==> config.mk <==
export PLATFORM = sky130hd
export DESIGN_NAME = mem_arbiter
export DESIGN_NICKNAME = d
export VERILOG_FILES = /design/src/rtl/mem_arbiter.sv
export SDC_FILE = /design/constraint.sdc
export NUM_CORES = 1
export LEC_CHECK = 0
export CORE_ASPECT_RATIO = 0.6
export CORE_MARGIN = 4
export CORE_UTILIZATION = 45
export DETAILED_ROUTE_END_ITERATION = 6
export PLACE_DENSITY = 0.75
export SETUP_SLACK_MARGIN = 0.15
export SLEW_MARGIN = 20
export SYNTH_ARGS = -nofsm -noshare
export SYNTH_HDL_FRONTEND = slang
export SYNTH_HIERARCHICAL = 1
export SYNTH_SLANG_ARGS = --single-unit
==> constraint.sdc <==
create_clock -name clk -period 2.35 [get_ports clk]
set_clock_uncertainty 0.15 [all_clocks]
set_input_delay 0.5875 -clock clk [delete_from_list [all_inputs] [get_ports clk]]
set_output_delay 0.5875 -clock clk [all_outputs]
set_load 0.05 [all_outputs]
==> src/rtl/mem_arbiter.sv <==
// Two-port memory arbiter: each port owns one pending slot, and a small controller
// serialises the slots onto one shared memory port. Arbitration is round-robin or fixed priority.
package mem_arbiter_pkg;
  typedef struct packed {
    logic        write;
    logic [31:0] addr;
    logic [31:0] wdata;
    logic [3:0]  wmask;
  } req_t;
endpackage

// One requester slot. nxt_* is the slot contents as they will look after this edge,
// so the controller can grant a request in the same cycle it is captured.
module mem_arbiter_slot
  import mem_arbiter_pkg::*;
(
  input  logic        clk,
  input  logic        reset_n,
  input  req_t        in_req,
  input  logic        in_vld,
  input  logic        done,
  input  logic [31:0] m_rdata,
  output logic        pend,
  output logic        nxt_pend,
  output req_t        nxt_req,
  output logic [31:0] rdata
);
  req_t req_q;
  logic cap;

  // A busy port drops new strobes on the floor.
  assign cap      = in_vld & ~pend;
  assign nxt_pend = cap | (pend & ~done);
  assign nxt_req  = cap ? in_req : req_q;

  always_ff @(posedge clk or negedge reset_n) begin
    if (!reset_n) begin
      pend  <= 1'b0;
      req_q <= '0;
      rdata <= '0;
    end else begin
      pend <= nxt_pend;
      if (cap) req_q <= in_req;
      if (done && !req_q.write) rdata <= m_rdata;
    end
  end
endmodule

module mem_arbiter
  import mem_arbiter_pkg::*;
#(
  parameter int ADDR_WIDTH = 24,
  parameter int RR_ENABLE  = 1
) (
  input  logic        clk,
  input  logic        reset_n,
  input  logic [31:0] p0_addr,
  input  logic        p0_rstrb,
  input  logic [31:0] p0_wdata,
  input  logic [3:0]  p0_wmask,
  output logic [31:0] p0_rdata,
  output logic        p0_rbusy,
  input  logic [31:0] p1_addr,
  input  logic        p1_rstrb,
  input  logic [31:0] p1_wdata,
  input  logic [3:0]  p1_wmask,
  output logic [31:0] p1_rdata,
  output logic        p1_rbusy,
  output logic [31:0] m_addr,
  output logic        m_rstrb,
  output logic [31:0] m_wdata,
  output logic [3:0]  m_wmask,
  input  logic [31:0] m_rdata,
  input  logic        m_rbusy,
  output logic        m_owner
);
  localparam int NUM_PORTS = 2;
  localparam logic [31:0] ADDR_MASK = (ADDR_WIDTH >= 32) ? 32'hFFFF_FFFF
                                    : 32'((64'd1 << ADDR_WIDTH) - 64'd1);

  typedef enum logic [1:0] {IDLE, ISSUE, WAIT} state_t;

  state_t state, state_n;
  logic   owner, prio, pick, any, load, done;

  req_t [NUM_PORTS-1:0]        in_req, nxt_req;
  logic [NUM_PORTS-1:0]        in_vld, pend, nxt_pend, done_vec;
  logic [NUM_PORTS-1:0][31:0]  rdata;
  req_t                        sel;

  // A request carrying both a read strobe and a byte mask is treated as a write.
  assign in_req[0] = '{write: |p0_wmask, addr: p0_addr, wdata: p0_wdata, wmask: p0_wmask};
  assign in_req[1] = '{write: |p1_wmask, addr: p1_addr, wdata: p1_wdata, wmask: p1_wmask};
  assign in_vld    = {p1_rstrb | (|p1_wmask), p0_rstrb | (|p0_wmask)};

  assign done = (state == WAIT) && !m_rbusy;

  for (genvar i = 0; i < NUM_PORTS; i++) begin : g_slot
    assign done_vec[i] = done && (owner == 1'(i));
    mem_arbiter_slot u_slot (
      .clk      (clk),
      .reset_n  (reset_n),
      .in_req   (in_req[i]),
      .in_vld   (in_vld[i]),
      .done     (done_vec[i]),
      .m_rdata  (m_rdata),
      .pend     (pend[i]),
      .nxt_pend (nxt_pend[i]),
      .nxt_req  (nxt_req[i]),
      .rdata    (rdata[i])
    );
  end

  // Candidates already exclude the slot completing this cycle, so a back-to-back
  // hand-over always goes to the other port.
  assign any  = |nxt_pend;
  assign pick = (&nxt_pend) ? ((RR_ENABLE != 0) ? prio : 1'b0) : nxt_pend[1];
  assign sel  = nxt_req[pick];

  always_comb begin
    state_n = state;
    load    = 1'b0;
    case (state)
      IDLE: if (any) begin
        state_n = ISSUE;
        load    = 1'b1;
      end
      ISSUE: state_n = WAIT;
      WAIT: if (done) begin
        if (any) begin
          state_n = ISSUE;
          load    = 1'b1;
        end else begin
          state_n = IDLE;
        end
      end
      default: state_n = IDLE;
    endcase
  end

  always_ff @(posedge clk or negedge reset_n) begin
    if (!reset_n) begin
      state   <= IDLE;
      owner   <= 1'b0;
      prio    <= 1'b0;
      m_addr  <= '0;
      m_wdata <= '0;
      m_rstrb <= 1'b0;
      m_wmask <= '0;
    end else begin
      state   <= state_n;
      m_rstrb <= 1'b0;
      m_wmask <= '0;
      if (load) begin
        owner   <= pick;
        prio    <= ~pick;
        m_addr  <= sel.addr & ADDR_MASK;
        m_wdata <= sel.wdata;
        m_rstrb <= ~sel.write;
        m_wmask <= sel.wmask;
      end
    end
  end

  assign m_owner  = owner;
  assign p0_rbusy = pend[0];
  assign p1_rbusy = pend[1];
  assign p0_rdata = rdata[0];
  assign p1_rdata = rdata[1];
endmodule
==> summary.md, run 1 <==
| Metric | Value |
|---|---|
| Status | complete, but fails checks |
| Failing checks | negative setup slack |
| Vias per cell | 5.31 |
| Crit-path max cell delay | about 0.56 ns |
| DP Wirelength | about 19000 um |
| Max frequency | 401 MHz |
| CTS H-tree lvls | 1 |
| WL/cell | 23.4 um |
| Relative slew slack | between 60% and 70% |
| Worst skew pair latency | 0.50 ns |
| Fin nets | 1253 |
| Antenna cell count | 0 |
| CP required | 2.59 ns |
| Power Dens Cells | 1680 mW/mm^2 |
| Grt total ovfl | 0 |
| First-pass GRT wire length | a little under 50000 um |
| Number of primary I/O pins | 309 |
| Final TNS setup | -3.32 ns |
| TritonCTS clock tree | built |
| TritonCTS buffer count | 24 |
| Initial DRC count | 470 |
| Synth-to-Final Area Change | 49.7% |
| Crit-path cells | buf_6 > or4_4 > or2_4 > nand2b_4 > buf_12 > buf_8 > buf_12 > buf_16 > mux2_4 > nand2_2 > nor3_2 > a221o_1 |
| Rows | 43 |
| Via count | between 7000 and 8000 |
| Peak supply drop | 0.000814 V |
| Setup violations, final | 55 |
| Max-cap violations | 0 |
| FF-to-FF path depth | 9 |
| Largest net degree at the start of global routing | 50 |
| Critical path endpoint category | flip-flop |
| Worst hold stages | 2 |
| Yosys Warn Count | 6 |
| Die H | approximately 130 um |
| DRC violations left | 0 |
| Leak | 0.00802 uW |
| RSZ-0062 raised after global routing | yes |
| Share of cells above drive strength 1 | 39.9% |
| Core Region | 0.0234 sq mm |
| Root Driver | clkbuf_16 |
| Num Clock Sinks | 253 |
| CP bufs+invs | 5 |
| Gate Count Post-Synth | 705 |
| Worst Path Max Fanout | 6 |
| Final-layout fill cell count | 1611 |
| Count of input and output buffers | 284 |
| Crit path arrival time | approximately 2.7 ns |
| Die Area | 0.0268 sq mm |
| Kind of critical path | primary input to flip-flop |
| Final wirelength | 33100 um |
| Starting Density | 46.4% |
| Final ANT Viol Nets | 0 |
| Most used cell, CP | buf_12 |
| Crit start category | primary input |
| Slew @ Worst Pin | 0.545 ns |
| Die width | 209 um |
| Crit-path leading delay family | simple AND/OR/NAND/NOR gates |
| Maximum buffer depth of the clock tree | 3 |
| Slowest cell on the critical path | or4_4 |
| Crit path time final | 2.49 ns |
| Stages on the worst setup path | 12 |
| Final Max Tran Viols | 0 |
| Worst-path clk slew | 0.07 ns |
| DRT Pass-1 Iters | 5 |
| Worst slack at placement | -0.896 ns |
| Vias in the first global route | 7980 |
| Fin worst setup slack | -0.142 ns |
| Worst hold path type | primary input to flip-flop |
| Total track usage | 23.9% |
| Initial antenna violation count | 1 |
| Final Hold Viols | 0 |
| GPL Wtd Cong | between 0.8 and 0.9 |
| Mean area per synthesized cell | 15.4 sq um |
| Mapped Area | 0.0109 sq mm |
| Tcrit/Tclk final | 106% |
==> worst register-to-register path, cell delays in order, from the launching register on <==
cell and delay [ns]:
dfrtp_1 0.44, nor4bb_1 0.16, buf_4 0.16, o21ai_4 0.21, nand2_1 0.08, and3_4 0.20
buf_6 0.13, buf_6 0.11, buf_12 0.14, a221o_1 0.36
==> per-layer routing <==
layer	global-route usage, %	vias up	part of all wire, %
met3	6.31	47	7.8
li1	-	3308	-
met2	34.4	321	42
met4	3.86	2	1.5
met5	0	-	0.039
met1	37.0	3821	48
==> where the power goes <==
group	leakage [uW]	switching [uW]	internal (uW)	total, uW
Sequential	0.00311	965	6410	7380
Combinational	0.00450	8370	7550	15900
Clock	0.000405	1630	2310	3940
==> layout make-up <==
type | instances | area, sq um | share of cell area, %
multi-input combinational | 390 | 4090 | 25.2
clock inverter | 6 | 55.1 | 0.339
tap | 315 | 394 | 2.43
clock buffer | 38 | 754 | 4.64
timing repair buffer | 406 | 4600 | 28.3
inverter | 5 | 23.8 | 0.146
sequential | 253 | 6330 | 39.0
==> metrics by stage <==
| stage | utilization [%] | hold WS [ns] | std cells | area, sq um | total power [uW] |
|---|---|---|---|---|---|
| 3_5_place_dp | 60.2 | 0.327 | 1290 | 14100 | 20400 |
| 6_report | 69.4 | 0.169 | 1413 | 16200 | 27200 |
| 3_3_place_gp | 60.2 | 0.324 | 1290 | 14100 | 20200 |
| 4_1_cts | 68.8 | 0.153 | 1406 | 16100 | 26900 |
| 5_1_grt | 69.4 | 0.152 | 1413 | 16200 | 28400 |
| 2_1_floorplan | - | 0.142 | 712 | 11000 | 16900 |
==> cell usage in the layout (no fill, tap or decap), types with 2 or more instances in the layout <==
master,n
a21o_1,2
a221o_1,56
a22o_1,5
buf_12,26
buf_16,27
buf_2,4
buf_4,53
buf_6,24
buf_8,10
clkbuf_1,5
clkbuf_16,26
clkbuf_2,7
clkbuf_8,8
clkdlybuf4s15_1,20
clkdlybuf4s50_1,147
clkinv_2,5
conb_1,8
dfrtp_1,253
dlygate4sd2_1,86
inv_1,4
mux2_2,60
mux2_4,126
nand2_1,27
nand2_2,31
nand2b_4,2
nor2b_4,3
nor3_1,43
nor3_2,13
o21ai_4,3
or2_4,2
or4_4,2
==> final timing paths <==
check / startpoint / to / slack, ns
max in group asynchronous: reset_n / g_slot[1].u_slot/rdata[28] / 0.94
min in group asynchronous: reset_n / g_slot[0].u_slot/rdata[16] / 0.42
min reg2reg: g_slot[1].u_slot/req_q[27] / g_slot[1].u_slot/req_q[27] / 0.34
max: p1_wmask[0] / m_addr[16] / -0.14
max reg2reg: state[1] / m_addr[0] / 0.09
min: p1_wmask[0] / g_slot[1].u_slot/req_q[0] / 0.17
==> flip-flops by register name, indices dropped and copies added, names as in the netlist <==
register	count
g_slot.u_slot/req_q	122
g_slot.u_slot/rdata	64
m_wdata	32
m_addr	24
m_wmask	4
g_slot.u_slot/pend	2
state	2
m_owner	1
m_rstrb	1
prio	1
==> timing repair <==
item | in CTS | in global routing
buffers inserted | 46 | 6
gates resized for setup | 239 | 48
hold buffers | 1 | 0
cloned | 25 | 1
endpoints found under the setup margin | 299 | 93
pin swaps | 70 | 9
hold endpoints to repair | 35 | 0
Note: power is estimated with default switching activity, not from simulation.
==> inputs of run 2 (changes only) <==
--- a/config.mk
+++ b/config.mk
@@ -6,7 +6,6 @@
 export NUM_CORES = 1
 export LEC_CHECK = 0
 export CORE_ASPECT_RATIO = 0.6
-export CORE_MARGIN = 4
 export CORE_UTILIZATION = 45
 export DETAILED_ROUTE_END_ITERATION = 6
 export PLACE_DENSITY = 0.75
==> run 2 against run 1 <==
  * The run still ends with negative setup slack left
  * Non-clock buffer count is 4 lower
  * Clock power is 2% lower
  * Global-route usage is 1.3 points higher
  * Critical path depth stayed put
  * Core utilization is 0.32 points lower
  * Maximum frequency is 1.9% lower
  * Die area is 7.4% lower
  * Power is 1.0% lower
  * Register-to-register slack worse by 0.06 ns
  * Sequential share of layout area is 0.18 points higher
  * Critical path type unchanged
  * Critical endpoint is now m_wdata[0]
==> summary.md, run 2 (same netlist as run 1, synthesis figures left out) <==
| Metric | Value |
|---|---|
| Core Region | 0.0234 sq mm (unchanged) |
| Commonest non-fill, non-tap cell in the layout | dfrtp_1 |
| Commonest non-fill, non-tap cells in the layout | dfrtp_1, clkdlybuf4s50_1, mux2_4, dlygate4sd2_1, mux2_2 |
| Initial antenna violation count | 2 (+1) |
| DP Wirelength | 18900 um (-2.3%) |
| RSZ-0062 raised after global routing | yes |
| FF-to-FF End | m_wdata[20] |
| TritonCTS buffer count | 24 (unchanged) |
| TritonCTS clock tree | built |
| Most used cell, CP | buf_12 |
| Die Area | 0.0248 sq mm (-7.4%) |
| Largest net degree at the start of global routing | 59 (+18%) |
| Crit path time final | 2.54 ns (+0.0478 ns) |
| Max-cap violations | 0 (unchanged) |
| WL met2 | 13800 um (-0.90%) |
| Rows | 43 (unchanged) |
| Die H | 122 um (-4.7%) |
| Critical path endpoint category | flip-flop |
| Leak | 0.00799 uW (-0.40%) |
| Share of cells above drive strength 1 | 38.7% (-1.2 points) |
| Starting Density | 46.4% (unchanged) |
| Worst-path clk slew | 0.07 ns (about the same) |
| Peak supply drop | 0.000822 V (+0.95%) |
| Synth-to-Final Area Change | 49.0% |
| Final Hold Viols | 0 (unchanged) |
| Power Dens Cells | 1670 mW/mm^2 (-0.59%) |
| Root Driver | clkbuf_16 |
| Total track usage | 25.1% (+1.3 points) |
| Reg2reg setup slack | 0.03 ns (-0.06 ns) |
| Worst skew pair latency | 0.51 ns (about the same) |
| Reg-to-reg startpoint | state[0] |
| WL met3 | 2510 um (-3.2%) |
| Worst hold stages | 2 (unchanged) |
| DRT Pass-1 Iters | 5 (unchanged) |
| CTS H-tree lvls | 1 (unchanged) |
| Worst Path Max Fanout | 7 (+1) |
| Status | complete, but fails checks |
| Count of input and output buffers | 284 (unchanged) |
| FF-to-FF path depth | 7 (-2) |
| Max reg flops | 122 (unchanged) |
| Routed length on met1 | 14700 um (-7.9%) |
| Failing checks | negative setup slack |
| Num Clock Sinks | 253 (unchanged) |
| Max frequency | 394 MHz (-1.9%) |
| Tcrit/Tclk final | 108% (+2.0 points) |
| Final core utilization | 69.1% (-0.32 points) |
| Final Max Tran Viols | 0 (unchanged) |
| Kind of critical path | primary input to flip-flop |
| Vias per cell | 5.28 (-0.45%) |
| WL/cell | 22.5 um (-3.8%) |
| Worst hold path type | primary input to flip-flop |
| Fin nets | 1250 (-0.24%) |
| Via count | 7444 (-0.73%) |
| Slew @ Worst Pin | 0.526 ns (-0.0189 ns) |
| Final ANT Viol Nets | 0 (unchanged) |
| Crit start category | primary input |
| First-pass GRT wire length | 47200 um (-5.0%) |
| Crit path arrival time | 2.79 ns (+0.06 ns) |
| Hold_sp | p0_wmask[1] |
| Overall Power | 27000 uW (-1.0%) |
| Crit-path cells | buf_6 > or4_4 > or2_4 > nand2b_4 > buf_12 > buf_12 > buf_12 > buf_16 > mux2_4 > nand2_2 > nor3_2 > a221o_1 |
| Initial DRC count | 412 (-12%) |
| Setup violations, final | 65 (+18%) |
| Hold slack | 0.181 ns (+0.0123 ns) |
| Largest registers | g_slot.u_slot/req_q x122, g_slot.u_slot/rdata x64, m_wdata x32 |
| Crit-path max cell delay | 0.55 ns (about the same) |
| Grt total ovfl | 0 (unchanged) |
| Die width | 203 um (-2.9%) |
| GPL Wtd Cong | 0.796 (-1.1%) |
| Relative slew slack | 64.8% (+0.96 points) |
| CP required | 2.60 ns (about the same) |
| Biggest register | g_slot.u_slot/req_q |
| Fin worst setup slack | -0.190 ns (-0.0478 ns) |
| Final wirelength | 31700 um (-4.1%) |
| Number of primary I/O pins | 309 (unchanged) |
| Slowest cell on the critical path | or4_4 |
| Vias in the first global route | 7797 (-2.3%) |
| DR top layer | met5 |
| DRC violations left | 0 (unchanged) |
| Hold path endpoint | g_slot[0].u_slot/req_q[1] |
| Maximum buffer depth of the clock tree | 3 (unchanged) |
## run 2: cell count changes in the layout (fill, tap and decap cells not counted), moves of 2 or more
cell and change:
buf_4 -7, clkbuf_8 -5, dlygate4sd2_1 +8, clkbuf_2 -5, clkbuf_1 +5, inv_2 +2
clkinv_2 -3, clkdlybuf4s15_1 -3, buf_8 -8, dlymetal6s2s_1 +2, buf_12 +12, buf_16 -9
buf_6 +5
## run 2: how the worst max path moves through the flow
stage / slack (ns) / to / start / cells after the start
after global routing: -0.23 / m_wdata[0] / p1_wmask[1] / 12
after detailed placement: -0.94 / m_wdata[2] / p1_wmask[1] / 9
after floorplan: -0.43 / m_wdata[0] / p0_wmask[1] / 10
after CTS: -0.13 / m_wdata[15] / p1_wmask[0] / 12
final: -0.19 / m_wdata[0] / p1_wmask[1] / 12
after global placement: -0.92 / m_wdata[2] / p1_wmask[1] / 9
## run 2: per-stage QoR
| stage | area (sq um) | cells | setup TNS [ns] | setup WS [ns] |
|---|---|---|---|---|
| floorplan | 11000 | 712 | -26.59 | -0.433 |
| global placement | 14100 | 1291 | -131.65 | -0.915 |
| detailed placement | 14100 | 1291 | -137.16 | -0.938 |
| CTS | 15900 | 1400 | -5.04 | -0.129 |
| global route | 16200 | 1408 | -11.86 | -0.230 |
| finish | 16200 | 1409 | -9.09 | -0.190 |
## run 2: critical path: cells and delay by family
kind,cells,cell delay [ns]
muxes,1,0.32
buffers and inverters,5,0.55
AOI/OAI and AO/OA,1,0.25
and+or+nand+nor,5,1.04
## run 2: metal layers
layer  vias to the layer above  track usage (%)
li1                       3295                -
met1                      3816             36.5
met2                       286             37.8
met3                        45             6.80
met4                         2             5.22
met5                         -                0
## run 2: where the power goes
part / total, uW / internal, uW / switching [uW]
logic: 15700 / 7500 / 8250
registers: 7350 / 6410 / 941
clock network: 3870 / 2270 / 1600
total: 27000 / 16200 / 10800
## run 2: area by class of cell
| cell class | count | area (sq um) |
|---|---|---|
| fill | 1669 | 7230 |
| tap | 315 | 394 |
| antenna | 1 | 2.50 |
| sequential | 253 | 6330 |
| clock inverter | 4 | 70.1 |
| clock buffer | 38 | 704 |
| multi-input combinational | 391 | 4110 |
| inverter | 5 | 18.8 |
| timing repair buffer | 402 | 4540 |
## run 2: timing repair
item                                    in CTS  in global routing
endpoints found under the setup margin     302                124
hold endpoints to repair                    43                  0
buffers inserted                            49                  6
cloned                                      17                  2
hold buffers                                 1                  0
resized for setup                          201                 55
pin swaps                                   41                 23
==> inputs of run 3 (changes only) <==
--- a/config.mk
+++ b/config.mk
@@ -9,6 +9,7 @@
 export CORE_UTILIZATION = 45
 export DETAILED_ROUTE_END_ITERATION = 6
 export PLACE_DENSITY = 0.75
+export RECOVER_POWER = 100
 export SETUP_SLACK_MARGIN = 0.15
 export SLEW_MARGIN = 20
 export SYNTH_ARGS = -nofsm -noshare
==> run 3 against run 2 <==
  * The flow still finishes with violations (negative setup slack)
  * Setup slack got worse by 0.018 ns
  * Power decreased by 1.5%
  * Count of clock-buffer cells in the layout unchanged
  * Sequential power about the same
  * Cell count unchanged
  * Critical path depth decreased by 4
  * Combinational power about the same
  * Clock power about the same
  * Die area unchanged
  * First-iteration DRC count decreased by 5.8%
  * Design area decreased by 1.2%
  * Sequential share of layout area increased by 0.48 points
  * Largest cell class unchanged
  * Highest routed layer unchanged
==> summary.md, run 3 (same netlist as run 1, synthesis figures left out) <==
| Metric | Value |
|---|---|
| Die Area | 0.0248 sq mm (unchanged) |
| Relative slew slack | 6.00% (-59 points) |
| Worst slack at placement | -0.938 ns (unchanged) |
| Maximum buffer depth of the clock tree | 3 (unchanged) |
| Crit path arrival time | 2.80 ns (about the same) |
| DP Wirelength | 18900 um (unchanged) |
| Initial DRC count | 388 (-5.8%) |
| Worst-path clk slew | 0.06 ns (about the same) |
| Overall Power | 26600 uW (-1.5%) |
| Fin worst setup slack | -0.208 ns (-0.0179 ns) |
| First-pass GRT wire length | 47200 um (unchanged) |
| Tcrit/Tclk final | 109% (+0.76 points) |
| Leak | 0.00781 uW (-2.3%) |
| Worst Path Max Fanout | 13 (+6) |
| Max-cap violations | 0 (unchanged) |
| Total track usage | 25.1% (unchanged) |
| Die H | 122 um (unchanged) |
| Largest registers | g_slot.u_slot/req_q x122, g_slot.u_slot/rdata x64, m_wdata x32 |
| GR Layer Usage met1 | 36.5% (unchanged) |
| WL/cell | 22.4 um (-0.55%) |
| Crit path time final | 2.56 ns (+0.0179 ns) |
| Grt total ovfl | 0 (unchanged) |
| Commonest non-fill, non-tap cells in the layout | dfrtp_1, clkdlybuf4s50_1, mux2_4, dlygate4sd2_1, mux2_2 |
| Final Hold Viols | 0 (unchanged) |
| Cell area after layout | 0.0160 sq mm (-1.2%) |
| Initial antenna violation count | 2 (unchanged) |
| CTS H-tree lvls | 1 (unchanged) |
| Die width | 203 um (unchanged) |
| DRT Pass-1 Iters | 4 (-1) |
| Worst hold path type | primary input to flip-flop |
| Final ANT Viol Nets | 0 (unchanged) |
| Largest net degree at the start of global routing | 59 (unchanged) |
| Cell Int Power | 15800 uW (-2.0%) |
| Final Max Tran Viols | 0 (unchanged) |
| Count of input and output buffers | 284 (unchanged) |
| Rows | 43 (unchanged) |
| Final wirelength | 31500 um (-0.55%) |
| Core Region | 0.0234 sq mm (unchanged) |
| Worst skew pair latency | 0.51 ns (about the same) |
| TritonCTS buffer count | 24 (unchanged) |
| Setup violations, final | 66 (+1.5%) |
| Met3 Usage GRT | 6.80% (unchanged) |
| Power Dens Cells | 1660 mW/mm^2 (-0.28%) |
| Starting Density | 46.4% (unchanged) |
| Crit start category | primary input |
| Net Sw Frac | 40.3% (+0.33 points) |
| Biggest register | g_slot.u_slot/req_q |
| Root Driver | clkbuf_16 |
| Number of primary I/O pins | 309 (unchanged) |
| Slew @ Worst Pin | 1.41 ns (+0.884 ns) |
| Max frequency | 391 MHz (-0.70%) |
| Kind of critical path | primary input to flip-flop |
| GPL Wtd Cong | 0.796 (unchanged) |
| Status | complete, but fails checks |
| Max reg flops | 122 (unchanged) |
| Num Clock Sinks | 253 (unchanged) |
| Failing checks | negative setup slack |
| Fin nets | 1250 (unchanged) |
| RSZ-0062 raised after global routing | yes |
| Critical path endpoint category | flip-flop |
| Comb pwr share | 57.8% (-0.6 points) |
| Commonest non-fill, non-tap cell in the layout | dfrtp_1 |
| Met2 Track Usage GR | 37.8% (unchanged) |
| Clock group share of total power | 14.5% (+0.2 points) |
| CP required | 2.59 ns (about the same) |
| Synth-to-Final Area Change | 47.2% |
| Vias per cell | 5.30 (+0.30%) |
| Seq pwr share | 27.6% (+0.3 points) |
| Placed Area | 0.0141 sq mm (unchanged) |
| Vias in the first global route | 7797 (unchanged) |
| Peak supply drop | 0.000821 V (about the same) |
| NetSw | 10700 uW (-0.68%) |
| DRC violations left | 0 (unchanged) |
| Share of cells above drive strength 1 | 35.7% (-3.0 points) |
| Top Usage Layer GRT | met2 |
| TritonCTS clock tree | built |
| Via count | 7466 (+0.30%) |
==> run 3: cell types whose count changed in the layout (fill, tap and decap cells not counted), sizes merged <==
| cell | delta |
|---|---|
| clkbuf | +21 |
| buf | -21 |
==> run 3: layout make-up <==
class | count | area [sq um]
sequential | 253 | 6330
antenna | 1 | 2.50
tap | 315 | 394
clock inverter | 4 | 70.1
inverter | 5 | 18.8
fill | 1706 | 7430
timing repair buffer | 402 | 4430
clock buffer | 38 | 704
multi-input combinational | 391 | 4030
==> run 3: path summary, 6_finish.rpt <==
kind / depth (start not counted) / to / slack, ns / startpoint
worst max-delay path: 8 / m_wdata[18] / -0.21 / p0_wmask[1]
worst min-delay path: 2 / g_slot[0].u_slot/req_q[1] / 0.18 / p0_wmask[1]
worst max register to register: 7 / m_wdata[20] / 0.04 / state[0]
worst min register to register: 1 / g_slot[0].u_slot/req_q[58] / 0.34 / g_slot[0].u_slot/req_q[58]
max in group asynchronous: 3 / g_slot[0].u_slot/req_q[34] / 0.19 / reset_n
min in group asynchronous: 2 / m_wdata[9] / 0.81 / reset_n
==> run 3: repair_timing <==
item | in CTS | in global routing
pin swaps | 41 | 23
endpoints found under the hold margin | 43 | 0
endpoints found under the setup margin | 302 | 124
hold buffers | 1 | 0
gates resized for setup | 201 | 55
buffers inserted | 49 | 6
cloned | 17 | 2
==> run 3: power by group through the flow <==
| stage | combinational, uW | clock [uW] | sequential (uW) |
|---|---|---|---|
| global placement | 13000 | 0 | 7340 |
| detailed placement | 13200 | 0 | 7360 |
| CTS | 15400 | 3940 | 7330 |
| floorplan | 6620 | 0 | 10300 |
| global route | 16100 | 4130 | 7540 |
| finish | 15400 | 3860 | 7340 |
==> run 3: metal layers <==
metal	vias to the layer above	share of wire (%)
li1	3291	-
met2	286	44
met1	3842	46
met5	-	0.035
met4	2	2.0
met3	45	7.7
==> run 3: worst max-delay path, cell delays in order <==
cell	delay (ns)
buf_6	0.09
or4_4	0.55
or2_4	0.28
nand2b_4	0.10
buf_4	0.11
clkbuf_4	0.32
mux2_1	0.39
a221o_1	0.35
==> run 3: through the flow <==
stage          utilization [%]  instances  setup TNS [ns]  hold WS, ns
6_report                  68.3       1409          -10.27        0.184
5_1_grt                   68.3       1408          -14.85        0.186
4_1_cts                   68.1       1400           -5.04        0.157
3_5_place_dp              60.4       1291         -137.16        0.328
3_3_place_gp              60.4       1291         -131.65        0.325
2_1_floorplan                -        712          -26.59        0.142
